$ cat src/rtl/mac_pkg.sv
// Shared widths, tag type and saturating adder for the parametrised pipelined MAC.
package mac_pkg;

  localparam int IN_W_DEF        = 14;
  localparam int ACC_W_DEF       = 28;
  localparam int MULT_STAGES_DEF = 4;

  // Working width of sat_add; accumulators up to SAT_W-1 bits are supported.
  localparam int SAT_W = 64;

  typedef struct packed {
    logic valid;
    logic last;
  } mac_tag_t;

  // Add two sign-extended w-bit values and clamp the result to the signed w-bit range.
  function automatic logic signed [SAT_W-1:0] sat_add(
    input logic signed [SAT_W-1:0] a,
    input logic signed [SAT_W-1:0] b,
    input int                      w
  );
    logic signed [SAT_W-1:0] sum;
    logic signed [SAT_W-1:0] max_v;
    logic signed [SAT_W-1:0] min_v;
    sum   = a + b;
    max_v = (64'sd1 <<< (w - 1)) - 64'sd1;
    min_v = -max_v - 64'sd1;
    if (sum > max_v) begin
      sat_add = max_v;
    end else if (sum < min_v) begin
      sat_add = min_v;
    end else begin
      sat_add = sum;
    end
  endfunction

endpackage

$ cat src/rtl/param_pipe_mac_mult.sv
// Signed IN_W x IN_W multiplier with MULT_STAGES output-retiming registers and a
// valid/last tag shift register that moves in lockstep with the data.
module pipe_mult
  import mac_pkg::*;
#(
  parameter int IN_W        = IN_W_DEF,
  parameter int MULT_STAGES = MULT_STAGES_DEF
) (
  input  logic                clk,
  input  logic                reset,
  input  logic [IN_W-1:0]     a,
  input  logic [IN_W-1:0]     b,
  input  logic [1:0]          tag_in,
  output logic [2*IN_W-1:0]   p,
  output logic [1:0]          tag_out
);

  logic signed [2*IN_W-1:0] a_ext;
  logic signed [2*IN_W-1:0] b_ext;
  logic signed [2*IN_W-1:0] p_d   [MULT_STAGES];
  logic signed [2*IN_W-1:0] p_q   [MULT_STAGES];
  mac_tag_t                 tag_d [MULT_STAGES];
  mac_tag_t                 tag_q [MULT_STAGES];

  // Product into the first stage, then plain shift through the remaining stages.
  always_comb begin
    a_ext    = (2*IN_W)'($signed(a));
    b_ext    = (2*IN_W)'($signed(b));
    p_d[0]   = a_ext * b_ext;
    tag_d[0] = mac_tag_t'(tag_in);
    for (int i = 1; i < MULT_STAGES; i++) begin
      p_d[i]   = p_q[i-1];
      tag_d[i] = tag_q[i-1];
    end
  end

  // Stage registers; reset flushes data and tags so nothing in flight survives.
  always_ff @(posedge clk) begin
    if (reset) begin
      for (int i = 0; i < MULT_STAGES; i++) begin
        p_q[i]   <= '0;
        tag_q[i] <= '0;
      end
    end else begin
      for (int i = 0; i < MULT_STAGES; i++) begin
        p_q[i]   <= p_d[i];
        tag_q[i] <= tag_d[i];
      end
    end
  end

  assign p       = p_q[MULT_STAGES-1];
  assign tag_out = tag_q[MULT_STAGES-1];

endmodule

$ cat src/rtl/param_pipe_mac.sv
// Pipelined signed multiply-accumulate with vector framing: last_in closes a dot
// product and the next valid element starts a fresh, saturating sum.
module param_pipe_mac
  import mac_pkg::*;
#(
  parameter int IN_W        = IN_W_DEF,
  parameter int ACC_W       = ACC_W_DEF,
  parameter int MULT_STAGES = MULT_STAGES_DEF
) (
  input  logic              clk,
  input  logic              reset,
  input  logic              valid_in,
  input  logic [IN_W-1:0]   a_in,
  input  logic [IN_W-1:0]   b_in,
  input  logic              last_in,
  output logic [ACC_W-1:0]  f,
  output logic              valid_out,
  output logic              last_out,
  output logic              sat_out
);

  if (ACC_W < 2 * IN_W) begin : g_bad_acc_w
    $error("param_pipe_mac: ACC_W must be at least 2*IN_W");
  end
  if (ACC_W > SAT_W - 1) begin : g_bad_acc_max
    $error("param_pipe_mac: ACC_W exceeds the saturating adder width");
  end
  if (MULT_STAGES < 1 || MULT_STAGES > 8) begin : g_bad_stages
    $error("param_pipe_mac: MULT_STAGES must be in 1..8");
  end

  logic [IN_W-1:0]         a_d, a_q, b_d, b_q;
  mac_tag_t                in_tag_d, in_tag_q;
  logic [2*IN_W-1:0]       mult_p;
  logic [1:0]              mult_tag;
  logic signed [ACC_W-1:0] prod_d, prod_q, f_d, f_q;
  mac_tag_t                prod_tag_d, prod_tag_q;
  logic                    valid_out_d, valid_out_q, last_out_d, last_out_q;
  logic                    sat_d, sat_q, first_d, first_q;
  logic signed [SAT_W-1:0] f_ext, prod_ext, raw_sum, clamped_sum;

  // Input capture: operands hold on idle cycles while an empty tag enters the pipe.
  always_comb begin
    a_d      = a_q;
    b_d      = b_q;
    in_tag_d = '0;
    if (valid_in) begin
      a_d            = a_in;
      b_d            = b_in;
      in_tag_d.valid = 1'b1;
      in_tag_d.last  = last_in;
    end else begin
      in_tag_d = '0;
    end
  end

  pipe_mult #(
    .IN_W        (IN_W),
    .MULT_STAGES (MULT_STAGES)
  ) u_mult (
    .clk     (clk),
    .reset   (reset),
    .a       (a_q),
    .b       (b_q),
    .tag_in  (in_tag_q),
    .p       (mult_p),
    .tag_out (mult_tag)
  );

  // Product register sign-extends the exact product to the accumulator width.
  always_comb begin
    prod_d     = ACC_W'($signed(mult_p));
    prod_tag_d = mac_tag_t'(mult_tag);
  end

  // Accumulator next state; untagged slots hold f and sat, and drop valid/last.
  always_comb begin
    f_ext       = SAT_W'(f_q);
    prod_ext    = SAT_W'(prod_q);
    raw_sum     = f_ext + prod_ext;
    clamped_sum = sat_add(f_ext, prod_ext, ACC_W);
    f_d         = f_q;
    sat_d       = sat_q;
    first_d     = first_q;
    valid_out_d = 1'b0;
    last_out_d  = 1'b0;
    if (prod_tag_q.valid) begin
      valid_out_d = 1'b1;
      last_out_d  = prod_tag_q.last;
      // A closing element re-arms the flag, so first&last yields first_d=1 as well.
      first_d     = prod_tag_q.last;
      if (first_q) begin
        f_d   = prod_q;
        sat_d = 1'b0;
      end else begin
        f_d   = clamped_sum[ACC_W-1:0];
        sat_d = sat_q | (clamped_sum != raw_sum);
      end
    end else begin
      valid_out_d = 1'b0;
    end
  end

  // All pipeline and accumulator state, synchronously cleared by reset.
  always_ff @(posedge clk) begin
    if (reset) begin
      a_q         <= '0;
      b_q         <= '0;
      in_tag_q    <= '0;
      prod_q      <= '0;
      prod_tag_q  <= '0;
      f_q         <= '0;
      valid_out_q <= 1'b0;
      last_out_q  <= 1'b0;
      sat_q       <= 1'b0;
      first_q     <= 1'b1;
    end else begin
      a_q         <= a_d;
      b_q         <= b_d;
      in_tag_q    <= in_tag_d;
      prod_q      <= prod_d;
      prod_tag_q  <= prod_tag_d;
      f_q         <= f_d;
      valid_out_q <= valid_out_d;
      last_out_q  <= last_out_d;
      sat_q       <= sat_d;
      first_q     <= first_d;
    end
  end

  assign f         = f_q;
  assign valid_out = valid_out_q;
  assign last_out  = last_out_q;
  assign sat_out   = sat_q;

endmodule

$ cat config.mk
export PLATFORM = sky130hd
export DESIGN_NAME = param_pipe_mac
export DESIGN_NICKNAME = d
export VERILOG_FILES = /design/src/rtl/mac_pkg.sv /design/src/rtl/param_pipe_mac_mult.sv /design/src/rtl/param_pipe_mac.sv
export SDC_FILE = /design/constraint.sdc
export NUM_CORES = 1
export LEC_CHECK = 0
export ABC_AREA = 1
export CORE_ASPECT_RATIO = 0.75
export CORE_UTILIZATION = 40
export CTS_CLUSTER_SIZE = 24
export DETAILED_ROUTE_END_ITERATION = 6
export MAX_ROUTING_LAYER = met4
export SYNTH_ARGS = -nofsm -noshare
export SYNTH_HDL_FRONTEND = slang
export SYNTH_HIERARCHICAL = 1
export SYNTH_SLANG_ARGS = --single-unit
$ cat constraint.sdc
create_clock -name clk -period 4.8 [get_ports clk]
set_input_delay 0.72 -clock clk [delete_from_list [all_inputs] [get_ports clk]]
set_output_delay 0.72 -clock clk [all_outputs]
set_load 0.03 [all_outputs]
After elaboration in Yosys (flattened, before gate mapping)
Memories as Yosys holds them, arrays and structs flattened. A register that Yosys moved wholly into a read port is not among the register bits.
Cells that the tools add are included.
W data, S select, Z words.

word-level totals
  flip-flop bits (word level) = 62
  latch bits = 0
  RAM bits = 120
  memory bits (read-only) = 0
  input port bits = 32
  output and inout port bits = 31
  memories kept = 2

memory list
  name          words  bits a word  read ports  clocked after memory_dff  write ports  line                       RTL
  u_mult.p_q    4      28           4           1                         4            param_pipe_mac_mult.sv:21  logic signed [2*IN_W-1:0] p_q [MULT_STAGES];
  u_mult.tag_q  4      2            4           1                         4            param_pipe_mac_mult.sv:23  mac_tag_t tag_q [MULT_STAGES];

operators by class
  add/subtract/negate cells = 1
  multipliers = 1
  div/mod/pow operators = 0
  order comparisons = 2
  equal/unequal tests = 1
  shift operators = 0
  muxes and demuxes = 17
  bitwise operators = 11
  reduce and logical (&&, ||, !) cells = 2

operator list
  cell                    number
  $mux W28                5
  $mux W64                2
  $ne A64 B29 Y1          1
  $add A28 B28 Y29        1
  $gt A29 B28 Y1 const B  1
  $lt A29 B28 Y1 const B  1
  $mul A14 B14 Y28        1
  $mux W2                 5
  $or A1 B1 Y1            9
  $mux W1                 5
  $reduce_or A2 Y1        2
  $not A1 Y1              2

Logic depth before layout (Yosys ltp)
  depth after elaboration = 7
  mapped depth = 28
  gate-level depth less buffers = 27

Cells and area by module
The synthesis kept the hierarchy.

by module, submodules not included
  module          times used  cells an instance  area each (um^2)
  pipe_mult       1           1444               11404.7
  param_pipe_mac  1           818                5320.1

Least setup slack after synthesis
OpenSTA, ideal clock, no wires.

  path type = reg2reg
  start = reg a_q[13]
  end = mem u_mult/p_q[0][27] in the netlist's numbering
  arrival = 5249 ps
  data required time = 4685 ps
  path slack = -564 ps
  stages on the path, launching flop included = 24
  clock period less this slack = 5364 ps
  cell sequence = dfxtp_1 > clkbuf_1 > nand2_1 > fa_1 > fa_1 > inv_1 > fa_1 > fa_1 > fa_1 > inv_1 > fa_1 > inv_1 > ha_1 > nand2_2 > inv_1 > nand2_1 > and2_4 > nand2_1 > nand2_1 > nand2_1 > nor2_2 > nand3_1 > nand2_1 > nor2_1

RTL lines
  what                      line                       RTL
  start: declaration        param_pipe_mac.sv:32       logic [IN_W-1:0] a_d, a_q, b_d, b_q;
  start signal: assignment  param_pipe_mac.sv:107      a_q <= '0;
  start signal: assignment  param_pipe_mac.sv:118      a_q <= a_d;
  end: declaration          param_pipe_mac_mult.sv:21

==> metrics <==
Slew headroom=27.04%; H-tree depth=1; measured slew at the worst slew-check pin=1.093 ns; share of post-route cells with drive strength above 1=17.42%; critical path arrival=5.69 ns; final hold vios=0; Placed Area=between 15000 and 20000 um2; # port buffers=62; CTS clk-pin slew, worst paths=0.06 ns; Crit path largest cell delay=0.69 ns; post-route design area=between 20000 and 25000 um2; final worst slack=-0.4738 ns; final worst-path cycle share=109.9%; fmax=189.6 MHz; total grt overflow=0; Seq/Total Area, Yosys=25.38%; async set-reset flop share out of synthesis=0%; Mapped Area=16720 um2; Core ar.=41000 um2; critical path data required time=5.21 ns; Peak supply drop=0.2833 mV; hpwl dp=33350 um; Num CTS Buffers=24; crit path capture type=register; HP Class=reg2reg; initial core utilization=40.79%; Post-Syn Area per Cell=7.394 um2; largest net degree at the start of global routing=67; multiplexer share of the synthesized area=0%; Wirelength per Cell=14.14 um; vias=roughly 14000; max cap viols=0; Die W=roughly 240 um; nets=2753; Max Slew Vio Count=0; cell row count=64; crit path launch type=register; Die H=179.1 um; distinct cell type count after synthesis=42; pre-CTS setup slack=-0.6504 ns; cell at the slowest stage of the critical path=fa_2; clk sinks=212; CP top delay family=adder cells; initial antenna violation count=0; DRC=0; Simple-Gate Fraction of Synth Area=23.33%; CP Cell Sequence=buf_8 -> nand2_4 -> fa_2 -> fa_2 -> inv_2 -> fa_1 -> fa_1 -> fa_1 -> inv_1 -> fa_1 -> inv_2 -> ha_4 -> nand2_2 -> buf_4 -> nor2_4 -> nor3b_4 -> nand4_1 -> nand3_2 -> nand2_1 -> nand2_1 -> nor2_1; routability cong.=approximately 0.96; final setup fails=18; Fin Clk Skew=0.01463 ns; clk_lat worst skew=between 0.5 and 0.6 ns; ANT cells=0; Post-synth EDFFs=0; IO Pins=63; warnings from Yosys=6; vias in the first global route=14240; Routed WL=42490 um; clk root buf=clkbuf_16; post-synthesis adder-cell area fraction=30.57%; RSZ-0062 raised after global routing=true; Final ANT Viol Nets=0; DR vias/cell=4.643; critical path class=reg2reg; first-pass GRT wire length=between 70000 and 80000 um; TNS Setup=-6.103 ns; xor/xnor share of the synthesized area=1.309%; DR pass1 iterations=5; #FFs+latches synth=212; status=complete, but fails checks; die area=between 40000 and 50000 um2; synth-to-layout area growth=24.20%; GRT Resource Usage Total=between 20 and 25%; Clock Tree Buf Depth=3; Pwr Density=between 300 and 400 nW/um2; CP Buf/Inv Count=5; post-synthesis compound-gate area fraction=5.529%; initial drt markers=850; failing checks=negative setup slack; leakage=around 0.011 uW; most frequent CP cell=fa_1; ys flop type=dfxtp_1; synthesized instance count=2262; minimum clock period=5.274 ns; CP max FO=5; Syn Nets=2585; largest family of logic cells by synthesized area=adder cells; hold_buf cts=0; TritonCTS clock tree=done
## final cells by class
class	instances	area (um2)
Clock buffer	33	685.7
Inverter	541	2036
Clock inverter	8	105.1
Timing Repair Buffer	212	1914
Sequential cell	212	4312
Multi-Input combinational cell	1439	11020
Fill cell	4070	20230
Tap cell	561	701.9
## cell usage after synthesis (11+ instances only)
master / instances / area share (%)
inv_1: 532 / 12
nand2_1: 498 / 11
nor2_1: 323 / 7.2
dfxtp_1: 212 / 25
fa_1: 196 / 23
ha_1: 95 / 7.1
a21oi_1: 89 / 2.7
clkbuf_1: 64 / 1.4
nand3_1: 61 / 1.8
o21ai_0: 48 / 1.4
nand2_2: 19 / 0.71
xor2_1: 16 / 0.84
nand4_1: 13 / 0.49
o21bai_1: 11 / 0.49
## metal layers
| layer | up-vias | wire length (um) | global-route usage [%] |
|---|---|---|---|
| li1 | 6947 | - | - |
| met5 | - | 0 | - |
| met1 | 6665 | 21630 | 31.36 |
| met2 | 299 | 17670 | 32.57 |
| met3 | 47 | 2533 | 3.418 |
| met4 | 0 | 656 | 3.713 |
## state kept, by name, indices dropped and copies added (netlist names)
| signal | flops |
|---|---|
| valid_out | 1 |
| first_q | 1 |
| f | 28 |
| in_tag_q | 2 |
| last_out | 1 |
| b_q | 14 |
| prod_q | 28 |
| prod_tag_q | 2 |
| a_q | 14 |
| u_mult/tag_q | 8 |
| sat_out | 1 |
| u_mult/p_q | 112 |
## cells by family (layout without fill, tap and decap cells)
group           count (synthesis)  after routing
xor+xnor                       25             25
compound gates                168            168
flops                         212            212
buf+inv                       611            794
simple gates                  955            955
fa+ha+maj                     291            291
## metrics by stage
step / util, % / power (uW) / hold slack, ns / cells
finish: 50.67 / 7238 / 0.3934 / 3006
floorplan: - / 3926 / 0.3883 / 2262
global route: 50.67 / 7805 / 0.4107 / 3006
CTS: 50.01 / 7143 / 0.3941 / 3001
detailed placement: 46.33 / 4875 / 0.3931 / 2934
global placement: 46.33 / 4852 / 0.3900 / 2934
## worst paths after layout
kind / startpoint / to / slack, ns / cells after the start
worst max register to register: a_q[13] / u_mult/p_q[0][22] / -0.47 / 21
worst min-delay path: u_mult/p_q[2][14] / u_mult/p_q[3][14] / 0.39 / 2
worst max-delay path: a_q[13] / u_mult/p_q[0][22] / -0.47 / 21
worst min register to register: u_mult/p_q[2][14] / u_mult/p_q[3][14] / 0.39 / 2
## where the power goes
group	switching (uW)	internal, uW
Sequential	83.9	1930
Clock	735	1110
Combinational	1870	1520
Total	2690	4550
## cell usage in the layout (no fill, tap or decap), types with 9 or more instances in the layout
master | synthesis | final
nand2_2 | 19 | 40
xor2_1 | 16 | 16
buf_4 | 1 | 124
clkdlybuf4s50_1 | 0 | 61
nor2_2 | 9 | 15
nand3_1 | 61 | 50
o21ai_0 | 48 | 42
nor2_1 | 323 | 304
xnor2_1 | 9 | 9
ha_1 | 95 | 71
nor2_4 | 1 | 14
fa_1 | 196 | 190
nand4_1 | 13 | 13
dfxtp_4 | 0 | 15
o21ai_1 | 6 | 10
nand2_1 | 498 | 460
nand3_2 | 3 | 12
nand2_4 | 1 | 15
dfxtp_1 | 212 | 188
ha_4 | 0 | 22
a21oi_1 | 89 | 73
a21oi_2 | 4 | 16
clkbuf_16 | 0 | 25
buf_6 | 3 | 18
dfxtp_2 | 0 | 9
inv_2 | 9 | 34
inv_1 | 532 | 505
or2_2 | 9 | 9
## worst reg2reg max path, cell delays in order, from the launching register on
cell     delay (ns)
dfxtp_4        0.41
buf_8          0.15
nand2_4        0.06
fa_2           0.47
fa_2           0.69
inv_2          0.09
fa_1           0.51
fa_1           0.43
fa_1           0.49
inv_1          0.05
fa_1           0.51
inv_2          0.05
ha_4           0.28
nand2_2        0.05
buf_4          0.13
nor2_4         0.13
nor3b_4        0.23
nand4_1        0.16
nand3_2        0.12
nand2_1        0.05
nand2_1        0.05
nor2_1         0.06
## timing repair
item	4_1_cts	5_1_grt
setup buffers	28	6
setup endpoints to repair	20	20
resized for setup	151	60
pin swaps	62	34
(Power assumes the default switching activity.)
